### config.mk
export PLATFORM = sky130hd
export DESIGN_NAME = sp_rx_aligner
export DESIGN_NICKNAME = d
export VERILOG_FILES = /design/src/rtl/pcie_phy_pkg.sv /design/src/rtl/sp_rx_aligner.sv
export SDC_FILE = /design/constraint.sdc
export NUM_CORES = 1
export LEC_CHECK = 0
export CAP_MARGIN = 20
export CORE_UTILIZATION = 51
export DETAILED_ROUTE_END_ITERATION = 16
export PLACE_DENSITY_LB_ADDON = 0.3
export SLEW_MARGIN = 0
export SYNTH_ARGS = -nofsm -noshare
export SYNTH_HDL_FRONTEND = slang
export SYNTH_SLANG_ARGS = --single-unit
### constraint.sdc
create_clock -name clk_32f -period 1.7 [get_ports clk_32f]
set_clock_uncertainty 0.05 [all_clocks]
set_input_delay 0.51 -clock clk_32f [delete_from_list [all_inputs] [get_ports clk_32f]]
set_output_delay 0.51 -clock clk_32f [all_outputs]
set_load 0.005 [all_outputs]
### src/rtl/pcie_phy_pkg.sv
// pcie_phy_pkg: shared PHY constants and the receive aligner state encoding.
package pcie_phy_pkg;
  localparam int BYTE_W = 8;
  localparam logic [BYTE_W-1:0] COMMA = 8'hBC;
  typedef enum logic [1:0] {
    SEARCH = 2'd0,
    COUNT  = 2'd1,
    ACTIVE = 2'd2
  } state_t;
endpackage

### src/rtl/sp_rx_aligner.sv
// sp_rx_aligner: serial bit stream to byte aligner locking on ALIGN_N boundary commas.
// Define SP_RX_ERRCNT_EN to add a saturating err_cnt of COUNT-to-SEARCH fallbacks.
module sp_rx_aligner import pcie_phy_pkg::*; #(
  parameter logic [BYTE_W-1:0] COMMA = pcie_phy_pkg::COMMA,
  parameter int ALIGN_N = 4
) (
  input  logic              clk_32f,
  input  logic              reset,
  input  logic              data_in,
  output logic [BYTE_W-1:0] data_out,
  output logic              valid_out,
  output logic              active
`ifdef SP_RX_ERRCNT_EN
  ,
  output logic [7:0]        err_cnt
`endif
);
  localparam int CW = $clog2(ALIGN_N + 1);
  state_t state_q, state_d;
  logic [BYTE_W-1:0] shift_q, shift_d, data_q, data_d, nxt;
  logic [2:0] bit_q, bit_d;
  logic [CW-1:0] comma_q, comma_d;
  logic [CW:0] comma_inc;
  logic valid_q, valid_d, active_q, active_d, hit, bnd;
  assign nxt = {shift_q[BYTE_W-2:0], data_in};
  assign hit = nxt == COMMA;
  assign bnd = bit_q == 3'd7;
  // One extra bit so ALIGN_N == 1 still compares correctly after the increment.
  assign comma_inc = {1'b0, comma_q} + 1'b1;
  always_comb begin
    shift_d = nxt;
    state_d = state_q;
    bit_d = bit_q + 3'd1;
    comma_d = comma_q;
    data_d = data_q;
    valid_d = valid_q;
    active_d = active_q;
    case (state_q)
      SEARCH: begin
        bit_d = '0;
        if (hit) begin
          state_d = COUNT;
          comma_d = CW'(1);
        end
      end
      COUNT: if (bnd) begin
        if (!hit) begin
          state_d = SEARCH;
          comma_d = '0;
        end else begin
          comma_d = comma_inc[CW-1:0];
          if (comma_inc >= (CW+1)'(ALIGN_N)) begin
            state_d = ACTIVE;
            active_d = 1'b1;
          end
        end
      end
      ACTIVE: if (bnd) begin
        valid_d = !hit;
        data_d = hit ? data_q : nxt;
      end
      default: state_d = SEARCH;
    endcase
  end
  always_ff @(posedge clk_32f or negedge reset) begin
    if (!reset) begin
      state_q <= SEARCH;
      shift_q <= '0;
      bit_q <= '0;
      comma_q <= '0;
      data_q <= '0;
      valid_q <= 1'b0;
      active_q <= 1'b0;
    end else begin
      state_q <= state_d;
      shift_q <= shift_d;
      bit_q <= bit_d;
      comma_q <= comma_d;
      data_q <= data_d;
      valid_q <= valid_d;
      active_q <= active_d;
    end
  end
  assign data_out = data_q;
  assign valid_out = valid_q;
  assign active = active_q;
`ifdef SP_RX_ERRCNT_EN
  logic [7:0] err_q, err_d;
  logic fall;
  assign fall = state_q == COUNT && bnd && !hit;
  assign err_d = (fall && err_q != 8'hFF) ? err_q + 8'd1 : err_q;
  always_ff @(posedge clk_32f or negedge reset) begin
    if (!reset) err_q <= '0;
    else err_q <= err_d;
  end
  assign err_cnt = err_q;
`endif
endmodule

* Word level (Yosys, flattened, before mapping)
Index checks and enable logic that the tools add are counted.
** Word-level totals
- Register bits after elaboration :: 25
- Output and inout port bits :: 10
- Input port bits :: 3
- Logic and storage cells :: 37
** Operators by class
- Muxes and demuxes :: 10
- Reductions and logical operators :: 8
- Eq/ne operators :: 7
- Add/sub/neg operators :: 2
- Bitwise gates (word level) :: 2
- Magnitude comparators :: 1
** Operators by type and width (number)
- $mux W3 :: 4
- $eq A8 B8 Y1 const B :: 1
- $mux W2 :: 4
- $reduce_and A4 Y1 :: 2
- $pmux W2 S3 :: 1
- $pmux W3 S2 :: 1
- $reduce_and A3 Y1 :: 2
- $add A3 B1 Y4 const B :: 1
- $ge A4 B3 Y1 const B :: 1
- $ne A2 B2 Y1 const B :: 2
- $add A3 B1 Y3 const B :: 1
- $eq A3 B3 Y1 const B :: 1
- $ne A3 B3 Y1 const B :: 1
- $eq A2 B1 Y1 const B :: 1
- $eq A2 B2 Y1 const B :: 1
- $logic_not A2 Y1 :: 1
- $not A1 Y1 :: 2
- $reduce_and A2 Y1 :: 1
- $reduce_bool A2 Y1 :: 1
- $logic_not A1 Y1 :: 1

* Logic depth before layout (Yosys ltp)
Gate-level depths: netlist (run 1).
- Depth after elaboration :: 6
- Mapped depth :: 6
- Mapped depth without buffers :: 6

* Worst setup path before layout (run 1)
Ideal clock, no wire load.
- Path type :: register -> register
- Start point :: register bit_q[0]
- End point :: register data_q[0] (netlist: data_out[0])
- Data arrival time :: 1.381 ns
- Cell stages (with the launch flop) :: 6
- Buffers on the path :: 0
- Slack :: 0.145 ns
- Period minus slack after synthesis :: 1.555 ns
- Library setup time :: 0.125 ns
- Required time :: 1.525 ns
- Cells stage by stage :: dfrtp_1 ha_1 ha_1 nand3b_1 nor2_2 mux2_2
** On the way
- Cells in the longest elaborated chain, start to end :: 2
** Ends and longest elaborated chain
- start: declaration :: line sp_rx_aligner.sv:21 : logic [2:0] bit_q, bit_d;
- start signal: assignment :: line sp_rx_aligner.sv:77 : bit_q <= bit_d;
- $eq A3 B3 Y1 :: line sp_rx_aligner.sv:27 : assign bnd = bit_q == 3'd7;
- $reduce_and A3 Y1 (no source line)
- end signal: assignment :: line sp_rx_aligner.sv:79 : data_q <= data_d;
- end: declaration :: line sp_rx_aligner.sv:20 : logic [BYTE_W-1:0] shift_q, shift_d, data_q, data_d, nxt;
Every way passes these cells.
A chain may end at the register's enable or synchronous reset.

* Final worst setup path (run 1)
- Start point :: register bit_q[0]
- End point :: register data_q[3] (netlist: data_out[3])
Same word-level chain as after synthesis.

==> results of run 1 <==
==> cell type report <==
class	count	area, µm²	area share
timing repair buffer	21	175.2	0.1410
sequential	25	625.6	0.5035
clock buffer	3	22.52	0.01813
tap	25	31.28	0.02518
inverter	2	7.507	0.006042
clock inverter	1	7.507	0.006042
multi-input combinational	43	372.9	0.3001
==> logic make-up after synthesis <==
family,synth area share
buf+inv,0.01173
flops,0.6519
mux,0.09388
simple gates,0.1239
fa+ha+maj,0.03912
compound gates,0.07954
==> metrics by stage <==
| step | total power (µW) | cell area (µm²) | hold slack [ns] | cells |
|---|---|---|---|---|
| 6_report | 955.2 | 1242 | 0.3712 | 120 |
| 4_1_cts | 961.1 | 1182 | 0.3683 | 117 |
| 3_3_place_gp | 692.4 | 1152 | 0.3344 | 112 |
| 3_5_place_dp | 694.0 | 1152 | 0.3371 | 112 |
| 5_1_grt | 999.2 | 1242 | 0.3938 | 120 |
| 2_1_floorplan | 659.4 | 959.7 | 0.1644 | 70 |
==> power breakdown <==
part,switching [µW],internal [µW]
Clock,179,89.8
Combinational,31.9,27.5
Sequential,13.6,613
==> routing by layer <==
metal | vias to the layer above | GRT usage | share of wire
met4 | 0 | 0.09091 | 0.0074
li1 | 303 | - | -
met2 | 17 | 0.2371 | 0.44
met1 | 304 | 0.2461 | 0.51
met5 | - | 0 | 0
met3 | 2 | 0.03571 | 0.042
==> Yosys cell counts, drive strengths merged <==
| cell type | instances | area [µm²] |
|---|---|---|
| a21o | 1 | 8.760 |
| a21oi | 3 | 15.01 |
| a31oi | 1 | 6.260 |
| a32o | 1 | 10.01 |
| clkbuf | 1 | 3.750 |
| dfrtp | 25 | 625.6 |
| ha | 3 | 37.54 |
| inv | 2 | 7.510 |
| mux2 | 8 | 90.09 |
| nand2 | 5 | 18.77 |
| nand2b | 2 | 12.51 |
| nand3 | 2 | 10.01 |
| nand3b | 1 | 7.510 |
| nand4b | 1 | 8.760 |
| nor2 | 3 | 13.77 |
| nor2b | 3 | 18.77 |
| nor4 | 1 | 21.27 |
| o211ai | 1 | 7.510 |
| o21ai | 4 | 20.02 |
| o2bb2ai | 1 | 8.760 |
| or2b | 1 | 7.510 |
==> worst reg2reg max path: stages (launching register included) <==
cell and delay (ns):
dfrtp_1 0.37, ha_2 0.20, ha_4 0.13, nand3b_1 0.21
nor2_4 0.30, mux2_4 0.33
==> state kept, by name, indices dropped and copies added (netlist names) <==
signal	count
active	1
bit_q	3
comma_q	3
data_out	8
shift_q	7
state_q	2
valid_out	1
==> worst min path at each step <==
stage / from / endpoint / slack, ns / cells past startpoint
CTS: shift_q[3] / shift_q[4] / 0.37 / 0
floorplan: reset / active / 0.16 / 0
global route: shift_q[3] / shift_q[4] / 0.39 / 0
finish: shift_q[3] / shift_q[4] / 0.37 / 0
detailed placement: shift_q[2] / shift_q[3] / 0.34 / 0
global placement: shift_q[5] / shift_q[6] / 0.33 / 0
==> what timing repair did <==
item | in CTS | in global routing
buffers inserted | 1 | 2
cloned | 0 | 1
gates resized for setup | 11 | 9
setup endpoints to repair | 19 | 10
hold buffers | 0 | 0
pin swaps | 1 | 3
==> run metrics, run 1 <==
status complete, no violations; post-synthesis register bit count 25; worst reg2reg path depth 5; Tmin final 1.677 ns; final routed wire length divided by cell count 13.43 µm; stages on the worst setup path 5; Net Count, Synth between 70 and 80; Startpoint Class register; CP cell instances ha_2, ha_4, nand3b_1, nor2_4, mux2_4; number of global-route vias before repair 544; P&R area growth vs syn 29.47%; overall routing resource usage 0.1698; final HPWL from detailed placement 1087 µm; endpoint kind of the worst setup timing path register; crit path max fanout 5; startpoint of the most critical register-to-register path bit_q[0]; worst min-delay path class reg -> reg; category of the most critical setup path reg -> reg; Worst Path Arrival 1.85 ns; RSZ-0062 raised after global routing true; count of different cell masters after synthesis 22; highest clock frequency the design can meet about 0.60 GHz; total power density per cell area 768.8 nW/µm²; overflow left after global routing 0; die area between 2000 and 2500 µm²; initial antenna violation count 0; first-pass GRT wire length 2415 µm; deepest level of the CTS H-tree 1; clock slew at reported path FFs 0.14 ns; number of iterations in the first detailed-routing pass 4; ratio of cells with drive above 1 in the final layout 0.2842; leakage component of the power 0.0006072 µW; IO buf count 12; number of placement rows 15; Max-cap violations 0; slowest cell on the critical path dfrtp_1; CTS tree done; critical path's top delay family simple AND/OR/NAND/NOR gates; number of nets in the layout 102; pin count of the biggest net entering global routing 26; required time reported for the critical path endpoint 1.87 ns; capturing point of the worst reg2reg path data_out[3]; maximum vdd drop 0.0005485 V; Syn. warnings 0; number of top-level pins 13; Worst Setup Slack, final 0.02279 ns; DRC marker count from the first detailed-route iteration 10; clk buf depth 2; Final Util 0.7118; synthesized instance count 70; CTS root buffer clkbuf_4; accumulated negative setup slack 0 ns; antenna fix cells 0; last weighted congestion value of the routability-driven placer 0.7666; count of vias placed by the detailed router 626; antenna-violating nets left 0; average via count per standard cell 5.217; Placeable Area 1745 µm²; count of buffering cells on the critical path with inverters included 0; leading cell types in the layout, fill and taps excluded 25 x dfrtp_1, 10 x dlygate4sd2_1, 9 x buf_4, 5 x nand2_1, 5 x mux2_4; Num Clock Sinks 25; post-synth design cell area 959.7 µm²; Worst Setup SP bit_q[0]; Worst Max-Slew Pin Slew ~0.31 ns; share of synthesized area occupied by flip-flops and latches 0.6519; relative max-transition margin 0.7964; number of buffers created by CTS 3; flop-to-flop setup slack 0.02 ns; post-placement setup slack -0.3850 ns; Die H about 45 µm; final cycle utilization of the critical path 0.9866; final routed DRC violation total 0; average cell area after synthesis 13.71 µm²; CP endpoint data_out[3]; width of the die 45.38 µm; number of fill cells about 130; most common library cell in the layout ignoring fill and taps dfrtp_1; final number of hold-violating endpoints 0; later-pin clock latency in the skew report around 0.32 ns; Total Routed Length ~1600 µm; endpoints failing setup 0; slowest stage delay, CP around 0.37 ns; fin. max-slew vios 0; starting density of the core 0.5498
Power figures use the tool's default switching activity.
==> run 2: changes to the inputs <==
--- a/config.mk
+++ b/config.mk
@@ -6,7 +6,7 @@
 export NUM_CORES = 1
 export LEC_CHECK = 0
 export CAP_MARGIN = 20
-export CORE_UTILIZATION = 51
+export CORE_UTILIZATION = 53
 export DETAILED_ROUTE_END_ITERATION = 16
 export PLACE_DENSITY_LB_ADDON = 0.3
 export SLEW_MARGIN = 0
==> constraint.sdc (replaced) <==
create_clock -name clk_32f -period 2.15 [get_ports clk_32f]
set_clock_uncertainty 0.05 [all_clocks]
set_input_delay 0.645 -clock clk_32f [delete_from_list [all_inputs] [get_ports clk_32f]]
set_output_delay 0.645 -clock clk_32f [all_outputs]
set_load 0.005 [all_outputs]
==> run metrics, run 2 (same netlist as run 1, synthesis figures left out) <==
antenna fix cells 0; count of placed standard cells including taps 108; met1 demand-to-capacity share in global routing 0.2603; die area 1985 µm²; net switching power between 150 and 200 µW; width of the die 44.55 µm; number of top-level pins 13; endpoint kind of the worst setup timing path primary output; clock slew at reported path FFs 0.13 ns; number of nets in the layout 94; later-pin clock latency in the skew report about 0.32 ns; non-filler cells, final 112; met2 track utilization from global routing 0.2235; busiest layer in global routing met1; CTS root buffer clkbuf_4; Die H 44.55 µm; post-placement setup slack -0.07372 ns; first-pass GRT wire length 2387 µm; slowest cell on the critical path clkdlybuf4s50_1; number of iterations in the first detailed-routing pass 3; Total Routed Length 1511 µm; setup bufs post-CTS 0; leakage component of the power 0.0005270 µW; Worst Max-Slew Pin Slew 0.4379 ns; portion of total power attributed to the clock network 0.281; PostCTS Resize Cnt 0; P&R area growth vs syn 19.69%; final cycle utilization of the critical path 0.8836; worst min-delay path class reg -> reg; relative max-transition margin 0.7078; Placeable Area 1708 µm²; category of the most critical setup path reg -> out; overall routing resource usage 0.1800; number of buffers created by CTS 3; status complete, no violations; final HPWL from detailed placement 1014 µm; fin. max-slew vios 0; endpoints failing setup 0; number of global-route vias before repair 526; max reg flops 8; DRC marker count from the first detailed-route iteration 5; critical path's top delay family buffers and inverters; clk buf depth 2; highest clock frequency the design can meet 0.5264 GHz; ratio of cells with drive above 1 in the final layout 0.1839; last weighted congestion value of the routability-driven placer 0.6799; crit path max fanout 2; overflow left after global routing 0; fraction of power spent switching nets 0.2290; maximum vdd drop between 0.0003 and 0.0004 V; Max-cap violations 0; starting density of the core 0.5619; Startpoint Class register; count of buffering cells on the critical path with inverters included 1; most common library cell in the layout ignoring fill and taps dfrtp_1; number of placement rows 15; Final Util 0.6725; final number of hold-violating endpoints 0; internal power 574.6 µW; initial antenna violation count 0; IO buf count 12; deepest level of the CTS H-tree 1; RSZ-0062 raised after global routing false; placed inst area around 1100 µm²; logic gate share of total power 0.049; final routed wire length divided by cell count 13.49 µm; post-layout instance area 1149 µm²; pin count of the biggest net entering global routing 26; hold bufs inserted after CTS 0; proportion of power drawn by flip-flops and latches 0.670; average via count per standard cell 5.214; count of vias placed by the detailed router 584; CTS tree done; CP cell instances clkdlybuf4s50_1; total power density per cell area 648.8 nW/µm²; Worst Setup Slack, final 0.2502 ns; required time reported for the critical path endpoint 1.45 ns; slowest stage delay, CP 0.50 ns; antenna-violating nets left 0; leading cell types in the layout, fill and taps excluded 25 x dfrtp_1, 12 x clkdlybuf4s50_1, 8 x mux2_2, 5 x nand2_1, 4 x o21ai_0; Tmin final ~1.9 ns; final routed DRC violation total 0; tightest hold margin 0.3573 ns; Num Clock Sinks 25; met3 global-route usage 0.04898; Worst Path Arrival 1.20 ns
-- run 2: changes by cell type in the layout (fill, tap and decap cells not counted) --
cell,change
clkinvlp_4,-1
buf_4,-7
dlygate4sd2_1,-10
ha_1,+2
mux2_4,-5
clkdlybuf4s50_1,+10
ha_2,-1
mux2_2,+5
nor2_2,+1
clkbuf_1,+1
ha_4,-1
nor2_4,-2
-- run 2: final timing paths --
kind	from	end	slack [ns]	cells after the start
worst min-delay path	shift_q[4]	shift_q[5]	0.36	0
max in group asynchronous	reset	shift_q[0]	1.19	2
min in group asynchronous	reset	bit_q[1]	0.62	2
worst max register to register	bit_q[0]	data_out[1]	0.40	5
worst max-delay path	data_out[4]	data_out[4]	0.25	1
worst min register to register	shift_q[4]	shift_q[5]	0.36	0
-- run 2: final cells by class --
| type | count | area, µm² |
|---|---|---|
| clock buffers | 4 | 26.28 |
| fillers | 128 | 559.3 |
| inverters | 2 | 7.507 |
| multi-input cells | 42 | 322.8 |
| flip-flops and latches | 25 | 625.6 |
| well taps | 25 | 31.28 |
| repair buffers | 14 | 135.1 |
-- run 2: power groups by stage --
stage	logic (µW)	registers, µW	clock network [µW]
2_1_floorplan	19.8	502	0
3_3_place_gp	36.0	507	0
3_5_place_dp	37.7	509	0
4_1_cts	38.0	499	213
5_1_grt	41.9	502	226
6_report	36.7	499	209
-- run 2: layer usage --
layer	vias to the layer above	wire [µm]
met3	5	58
met1	286	772
li1	280	-
met2	13	627
met5	-	0
met4	0	52
-- run 2: per-stage QoR --
stage / total power [µW] / setup TNS (ns)
global placement: 543.0 / -0.2193
global route: 770.4 / 0
floorplan: 521.4 / 0
detailed placement: 546.2 / -0.5800
finish: 745.3 / 0
CTS: 750.7 / 0
==> run 3: changes to the inputs <==
--- a/config.mk
+++ b/config.mk
@@ -6,6 +6,7 @@
 export NUM_CORES = 1
 export LEC_CHECK = 0
 export CAP_MARGIN = 20
+export CORE_MARGIN = 1
 export CORE_UTILIZATION = 53
 export DETAILED_ROUTE_END_ITERATION = 16
 export PLACE_DENSITY_LB_ADDON = 0.3
==> results of run 3 <==
Same layout as run 2: the final DEF is identical, and so are final timing and power.
